`src/rtl/mem_arbiter_pkg.sv`:
```
// Shared arbiter definitions: FSM encodings, access size codes and pipeline stall patterns.
package mem_arbiter_pkg;

    localparam logic STOP    = 1'b1;
    localparam logic NO_STOP = 1'b0;

    localparam int STALL_PC     = 0;
    localparam int STALL_IF_ID  = 1;
    localparam int STALL_ID_EX  = 2;
    localparam int STALL_EX_MEM = 3;
    localparam int STALL_MEM_WB = 4;
    localparam int STALL_WB     = 5;

    typedef enum logic [1:0] {
        ARB_IDLE   = 2'd0,
        ARB_IF_RD  = 2'd1,
        ARB_MEM_RD = 2'd2,
        ARB_MEM_WR = 2'd3
    } arb_state_e;

    localparam logic [1:0] SIZE_B = 2'b00;
    localparam logic [1:0] SIZE_H = 2'b01;
    localparam logic [1:0] SIZE_W = 2'b10;

    localparam logic [5:0] STALL_MEM  = 6'b011111;
    localparam logic [5:0] STALL_ID   = 6'b000111;
    localparam logic [5:0] STALL_IF   = 6'b000011;
    localparam logic [5:0] STALL_NONE = 6'b000000;

    // Size code 2'b11 is treated as a full word.
    function automatic logic [2:0] size_bytes(input logic [1:0] size);
        case (size)
            SIZE_B:  size_bytes = 3'd1;
            SIZE_H:  size_bytes = 3'd2;
            default: size_bytes = 3'd4;
        endcase
    endfunction

endpackage

```
`src/rtl/mem_arbiter.sv`:
```
// Shares one byte-wide synchronous RAM port between IF fetches and MEM accesses; word fetch done 6 cycles after request.
// Requesters are held by the combinational stall vector until their done pulse is consumed.
module mem_arbiter
    import mem_arbiter_pkg::*;
#(
    parameter int ADDR_W = 32
) (
    input  logic              clk,
    input  logic              rst,
    input  logic              if_req,
    input  logic [ADDR_W-1:0] if_addr,
    output logic              if_done,
    output logic [31:0]       if_data,
    input  logic              mem_req,
    input  logic              mem_we,
    input  logic [1:0]        mem_size,
    input  logic [ADDR_W-1:0] mem_addr,
    input  logic [31:0]       mem_wdata,
    output logic              mem_done,
    output logic [31:0]       mem_rdata,
    input  logic              id_stallreq,
    output logic [5:0]        stall,
    output logic [ADDR_W-1:0] ram_a,
    output logic [7:0]        ram_dout,
    output logic              ram_wr,
    input  logic [7:0]        ram_din
);

    arb_state_e        state_q, state_d;
    logic [2:0]        k_q, k_d;
    logic [2:0]        n_q, n_d;
    logic [ADDR_W-1:0] addr_q, addr_d;
    logic [31:0]       wdata_q, wdata_d;
    logic [ADDR_W-1:0] ram_a_q, ram_a_d;
    logic [7:0]        ram_dout_q, ram_dout_d;
    logic              ram_wr_q, ram_wr_d;
    logic              if_done_q, if_done_d;
    logic [31:0]       if_data_q, if_data_d;
    logic              mem_done_q, mem_done_d;
    logic [31:0]       mem_rdata_q, mem_rdata_d;

    logic [2:0]        k_inc;
    logic [1:0]        byte_idx;

    assign k_inc    = k_q + 3'd1;
    assign byte_idx = k_q[1:0] - 2'd1;

    // A done requester still shows req high; it must not re-trigger a transfer.
    always_comb begin
        if (mem_req && !mem_done_q) begin
            stall = STALL_MEM;
        end else if (id_stallreq) begin
            stall = STALL_ID;
        end else if (if_req && !if_done_q) begin
            stall = STALL_IF;
        end else begin
            stall = STALL_NONE;
        end
    end

    always_comb begin
        state_d     = state_q;
        k_d         = k_q;
        n_d         = n_q;
        addr_d      = addr_q;
        wdata_d     = wdata_q;
        ram_a_d     = ram_a_q;
        ram_dout_d  = ram_dout_q;
        ram_wr_d    = ram_wr_q;
        if_done_d   = if_done_q;
        if_data_d   = if_data_q;
        mem_done_d  = mem_done_q;
        mem_rdata_d = mem_rdata_q;

        if (if_done_q && stall[STALL_IF_ID] == NO_STOP) begin
            if_done_d = 1'b0;
        end
        if (mem_done_q && stall[STALL_MEM_WB] == NO_STOP) begin
            mem_done_d = 1'b0;
        end

        case (state_q)
            ARB_IDLE: begin
                ram_wr_d = 1'b0;
                if (mem_req && !mem_done_q) begin
                    state_d    = mem_we ? ARB_MEM_WR : ARB_MEM_RD;
                    k_d        = 3'd0;
                    n_d        = size_bytes(mem_size);
                    addr_d     = mem_addr;
                    wdata_d    = mem_wdata;
                    ram_a_d    = mem_addr;
                    ram_dout_d = mem_wdata[7:0];
                    ram_wr_d   = mem_we;
                    if (!mem_we) begin
                        mem_rdata_d = '0;
                    end
                end else if (if_req && !if_done_q) begin
                    state_d = ARB_IF_RD;
                    k_d     = 3'd0;
                    n_d     = 3'd4;
                    addr_d  = if_addr;
                    ram_a_d = if_addr;
                end
            end

            // ram_a runs one cycle ahead of the byte landing on ram_din.
            ARB_IF_RD, ARB_MEM_RD: begin
                k_d = k_inc;
                if (k_q != 3'd0) begin
                    if (state_q == ARB_IF_RD) begin
                        if_data_d[{byte_idx, 3'b000} +: 8] = ram_din;
                    end else begin
                        mem_rdata_d[{byte_idx, 3'b000} +: 8] = ram_din;
                    end
                end
                if (k_q < n_q - 3'd1) begin
                    ram_a_d = addr_q + ADDR_W'(k_inc);
                end
                if (k_q == n_q) begin
                    state_d = ARB_IDLE;
                    k_d     = 3'd0;
                    if (state_q == ARB_IF_RD) begin
                        if_done_d = 1'b1;
                    end else begin
                        mem_done_d = 1'b1;
                    end
                end
            end

            ARB_MEM_WR: begin
                k_d = k_inc;
                if (k_q == n_q - 3'd1) begin
                    state_d    = ARB_IDLE;
                    k_d        = 3'd0;
                    ram_wr_d   = 1'b0;
                    mem_done_d = 1'b1;
                end else begin
                    ram_a_d    = addr_q + ADDR_W'(k_inc);
                    ram_dout_d = wdata_q[{k_inc[1:0], 3'b000} +: 8];
                    ram_wr_d   = 1'b1;
                end
            end

            default: state_d = ARB_IDLE;
        endcase
    end

    always_ff @(posedge clk or negedge rst) begin
        if (!rst) begin
            state_q     <= ARB_IDLE;
            k_q         <= '0;
            n_q         <= '0;
            addr_q      <= '0;
            wdata_q     <= '0;
            ram_a_q     <= '0;
            ram_dout_q  <= '0;
            ram_wr_q    <= 1'b0;
            if_done_q   <= 1'b0;
            if_data_q   <= '0;
            mem_done_q  <= 1'b0;
            mem_rdata_q <= '0;
        end else begin
            state_q     <= state_d;
            k_q         <= k_d;
            n_q         <= n_d;
            addr_q      <= addr_d;
            wdata_q     <= wdata_d;
            ram_a_q     <= ram_a_d;
            ram_dout_q  <= ram_dout_d;
            ram_wr_q    <= ram_wr_d;
            if_done_q   <= if_done_d;
            if_data_q   <= if_data_d;
            mem_done_q  <= mem_done_d;
            mem_rdata_q <= mem_rdata_d;
        end
    end

    assign if_done   = if_done_q;
    assign if_data   = if_data_q;
    assign mem_done  = mem_done_q;
    assign mem_rdata = mem_rdata_q;
    assign ram_a     = ram_a_q;
    assign ram_dout  = ram_dout_q;
    assign ram_wr    = ram_wr_q;

endmodule
```
`config.mk`:
```
export PLATFORM = sky130hd
export DESIGN_NAME = mem_arbiter
export DESIGN_NICKNAME = d
export VERILOG_FILES = /design/src/rtl/mem_arbiter_pkg.sv /design/src/rtl/mem_arbiter.sv
export SDC_FILE = /design/constraint.sdc
export NUM_CORES = 1
export LEC_CHECK = 0
export ABC_AREA = 1
export BUFFER_PORTS_ARGS = -buffer_cell sky130_fd_sc_hd__buf_2
export CAP_MARGIN = 20
export CORE_ASPECT_RATIO = 0.7
export CORE_MARGIN = 2
export CORE_UTILIZATION = 30
export CTS_CLUSTER_DIAMETER = 200
export DETAILED_ROUTE_END_ITERATION = 7
export PLACE_DENSITY = 0.48
export RECOVER_POWER = 50
export SLEW_MARGIN = 20
export SYNTH_ARGS = -nofsm -noshare
export SYNTH_HDL_FRONTEND = slang
export SYNTH_SLANG_ARGS = --single-unit
```
`constraint.sdc`:
```
create_clock -name clk -period 3.3 [get_ports clk]
set_clock_uncertainty 0.15 [all_clocks]
set_input_delay 0.66 -clock clk [delete_from_list [all_inputs] [get_ports clk]]
set_output_delay 0.66 -clock clk [all_outputs]
set_load 0.05 [all_outputs]
```
# After elaboration in Yosys (flattened, before gate mapping)

Cells that the tools add are included.

Logic and storage cells: 102
Bits of input ports: 112
Flip-flop bits (word level): 179

Reduce and logical (&&, ||, !) cells: 20
Muxes and demuxes: 44
Bitwise logic cells: 2
Shift-type cells: 3
Add/subtract/negate cells: 5
Equal/unequal tests: 15
Order comparisons: 1

Operator list:

| cell                   | count |
|---|---|
| $mux 32                | 8 |
| $pmux 32 s3            | 1 |
| $bwmux 32              | 2 |
| $pmux 32 s2            | 1 |
| $add 32x3->32          | 1 |
| $shift 8x7->32 const A | 1 |
| $shiftx 32x6->8        | 1 |
| $shiftx 8x7->32        | 1 |
| $mux 3                 | 7 |
| $mux 8                 | 2 |
| $ne 2x2->1 const B     | 8 |
| $pmux 8 s2             | 1 |
| $reduce_and 3->1       | 4 |
| $mux 1                 | 11 |
| $mux 2                 | 5 |
| $pmux 3 s3             | 1 |
| $neg 5->7              | 1 |
| $eq 3x3->1             | 2 |
| $mux 6                 | 1 |
| $pmux 2 s3             | 1 |
| $pmux 3 s2             | 1 |
| $reduce_bool 2->1      | 3 |
| $reduce_and 5->1       | 1 |
| $eq 2x1->1 const B     | 2 |
| 14 further kinds       | 23 |

# Logic depth before layout (Yosys ltp)

Depth after elaboration: 11
Mapped depth: 18
Depth with buffers taken out: 15

# Worst setup path after synthesis

OpenSTA, ideal clock, no wires.

Path type: flip-flop to flip-flop
Start point: reg k_q[0]
End point: reg ram_a_q[12], in the netlist ram_a[12]
Library setup time: 0.118 ns
Data arrival time: 2.576 ns
Cell stages (with the launch flop): 17
Buffers on the path: 3
Required time: 3.032 ns
Setup slack: 0.456 ns
Cells stage by stage: dfrtp_1 > clkbuf_2 > inv_1 > buf_2 > ha_1 > buf_2 > inv_1 > fa_1 > inv_1 > nand2_1 > nand2_1 > nand2_1 > nor2_1 > xor2_1 > nand2_1 > nand2_1 > nand2_1

Longest elaborated chain between the ends: 4
Elaborated cells between the ends (all ways): 10
Classes of those cells: add/sub: 2; order compare: 1; eq/ne: 3; mux: 3; reduce/logical: 1

RTL lines:

| element                    | RTL line                               | text |
|---|---|---|
| from (decl)                | mem_arbiter.sv:30                      | `logic [2:0] k_q, k_d;` |
| from (signal assigned)     | mem_arbiter.sv:164                     | `k_q <= k_d;` |
| $add 3x1->3                | mem_arbiter.sv:45                      | `assign k_inc = k_q + 3'd1;` |
| $add 32x3->32              | mem_arbiter.sv:117, mem_arbiter.sv:138 |  |
| $mux 32 (on tied branches) | mem_arbiter.sv:132, mem_arbiter.sv:116 |  |
| $pmux 32 s3                | mem_arbiter.sv:82                      | `case (state_q)` |
| to (signal assigned)       | mem_arbiter.sv:168                     | `ram_a_q <= ram_a_d;` |
| to (decl)                  | mem_arbiter.sv:34                      | `logic [ADDR_W-1:0] ram_a_q, ram_a_d;` |

Parallel ways exist; a longest one is shown, timed or not. The select of a mux whose other input is x is not followed.
A chain may end at the register's enable or synchronous reset.

# Worst setup path after layout

Start point: reg k_q[0]
End point: reg ram_a_q[19], in the netlist ram_a[19]

Same word-level chain as after synthesis.

==> metrics <==
Total GRT Usage=0.194; drt wl/cell=roughly 17 microns; r2r worst-path depth=13; area delta synth->final=21.5%; max frequency=333 MHz; cts bufs inserted=17; leak pwr=roughly 0.0059 uW; RSZ-0062 raised after global routing=no; Worst EP required=3.48 ns; die area=32800 sq um; Sum Neg Setup Slack=0 ns; Row Count=54; post-CTS setup buffer count=0; Synth area leaders=dfrtp_1 48%, nand2_1 18%, o21ai_0 5.3%; flip-flop and latch count after synthesis=179; Hold Path Class=in -> reg; via/cell ratio=~4.6; CTS root buffer=clkbuf_16; Remaining Overflow, GRT=0; slowest CP cell=dfrtp_1; worst-path maximum fanout=12; crit-path cells=inv_1, ha_1, buf_4, ha_1, nand2_1, nand2_1, nand2_1, nor2_1, nand2_1, nand2_1, nand3_1, nand3_1, nand2_1; Port-buffer cells=223; Synth area leader=dfrtp_1; ANT nets after route=0; Final setup violation count=0; min Tclk post-route=3.00 ns; post-CTS sizing=0; clock buffer depth=2; htree depth=4; Final Max Slew Viols=0; CP max stage delay=0.56 ns; Post-synth EDFFs=0; Yosys top cell area share=0.476; via count=8773; placed cells=1853; die width=216 microns; predominant post-synthesis flop cell=dfrtp_1; synth cell count leaders=448 x nand2_1, 179 x dfrtp_1, 130 x inv_1, 130 x nor2_1, 100 x o21ai_0; IO Count=225; vias in the first global route=8264; Initial DRT Pass Iterations=5; Hold Crit Endpoint=wdata_q[12]; Synthesized Nets=1367; share of synthesized registers carrying an async set or reset=1.00; PD cells=1000 nW/um^2; Iteration-0 DRC Markers=696; Ys Warns=0; setup slack, reg-to-reg=0.30 ns; crit path capture type=register; placed standard-cell area=about 11000 sq um; start point of the worst hold path=mem_wdata[12]; post-synthesis instance total=~1200; Yosys cell types=43; clk_lat worst skew=~0.44 ns; maxcap violations=0; Critical R2R Launch=k_q[0]; Hold Fails Final Rpt=0; layout cell share with drive strength beyond 1=0.188; most common cell in the netlist=nand2_1; drc violations=0; reg2reg end=ram_a[19]; fin nets=1580; final core utilization=0.369; Cell Area, Synth=9410 sq um; Slew @ Worst Pin=around 1.5 ns; global-route wire length before repair=slightly below 50000 microns; initial antenna violation count=3; CP Launch Type=register; initial core utilization=0.303; routability cong.=0.866; worst hold stages=3; pin count of the biggest net entering global routing=67; Reg clk slew, reported paths=0.08 ns; Post-CTS Hold Fix Bufs=0; Die Y=152 microns; final instance area=11400 sq um; most used cell, CP=nand2_1; total power=11400 uW; post-synthesis sequential area ratio=0.476; syn avg cell area=7.59 sq um; Core Area=~31000 sq um; CTS tree=yes; final WL=approximately 32000 microns; critical setup path kind=reg -> reg; status=finished clean; Slew HR=0.0134; Cell Count, Final, Fillers Out=1889; fin crit share=0.910; DP Wirelength=roughly 24000 microns; Worst IR Drop VDD=0.514 mV; clock sinks=179; crit path DAT=~3.2 ns
-- placed cells by master (no fill, tap or decap), types with 5 or more instances in the layout --
| cell | count |
|---|---|
| nand2_1 | 450 |
| buf_2 | 195 |
| dfrtp_1 | 179 |
| inv_1 | 131 |
| nor2_1 | 128 |
| o21ai_0 | 100 |
| nand3_1 | 52 |
| clkbuf_1 | 31 |
| a21oi_1 | 20 |
| nor3_1 | 17 |
| mux2_2 | 17 |
| clkbuf_16 | 17 |
| ha_1 | 15 |
| o21a_1 | 14 |
| buf_4 | 12 |
| o21ai_1 | 9 |
| a31oi_1 | 9 |
| o211ai_1 | 8 |
| xor2_1 | 7 |
| inv_6 | 5 |
-- worst max-delay path: cells and delay by family, from the launching register on --
kind                     cells  cell delay, ns
adder cells (fa/ha/maj)      2            0.63
AND/OR/NAND/NOR              9            1.16
buffers and inverters        2            0.40
flip-flops                   1            0.56
-- per-stage QoR --
stage | setup slack (ns) | hold WS, ns
6_report | 0.295 | 0.275
5_1_grt | 0.0529 | 0.273
4_1_cts | 0.311 | 0.0591
3_5_place_dp | 0.306 | 0.308
3_3_place_gp | 0.409 | 0.306
2_1_floorplan | 0.456 | 0.214
-- flip-flops by register name (all words and copies together) (netlist names) --
signal	cells
state_q	2
ram_dout	8
n_q	3
if_data	32
mem_done	1
if_done	1
wdata_q	32
addr_q	32
ram_wr	1
k_q	3
ram_a	32
mem_rdata	32
-- final cells by class --
cell class              count  area, sq um
diodes                      4         10.0
flip-flops and latches    179         4480
multi-input cells         878         4160
well taps                 420          526
clock buffers              18          439
fillers                  3345        19600
inverters                 134          504
repair buffers            242         1200
clock inverters            14          116
-- how the worst max path moves through the flow --
stage | startpoint | to | cells after the start
floorplan | k_q[0] | ram_a[12] | 16
global placement | k_q[0] | ram_a[18] | 14
detailed placement | k_q[0] | ram_a[18] | 14
CTS | k_q[0] | ram_a[18] | 14
global route | k_q[0] | ram_a[19] | 13
finish | k_q[0] | ram_a[19] | 13
-- report_power, final --
group | leakage [uW] | internal [uW] | total, uW | switching (uW)
logic | 0.00336 | 1480 | 5800 | 4320
clock network | 0.000279 | 1010 | 2010 | 995
registers | 0.00229 | 3020 | 3620 | 600
total | 0.00593 | 5510 | 11400 | 5910
-- metal layers --
metal	track usage	vias to the layer above	wire length, microns
met2	0.256	245	12300
met4	0.0430	0	362
met5	0	-	0
li1	-	4330	-
met1	0.319	4180	17000
met3	0.0367	18	2010
-- logic make-up (layout without fill, tap and decap cells) --
group | after synthesis | after routing | share of synthesized area
compound gates | 169 | 169 | 0.0999
xor+xnor | 11 | 11 | 0.0102
fa+ha+maj | 16 | 16 | 0.0221
buf+inv | 182 | 408 | 0.0827
flops | 179 | 179 | 0.476
mux | 19 | 19 | 0.0226
other cells | 1 | 5 | 0.000399
simple gates | 662 | 662 | 0.286
Note: power is estimated with default switching activity, not from simulation.
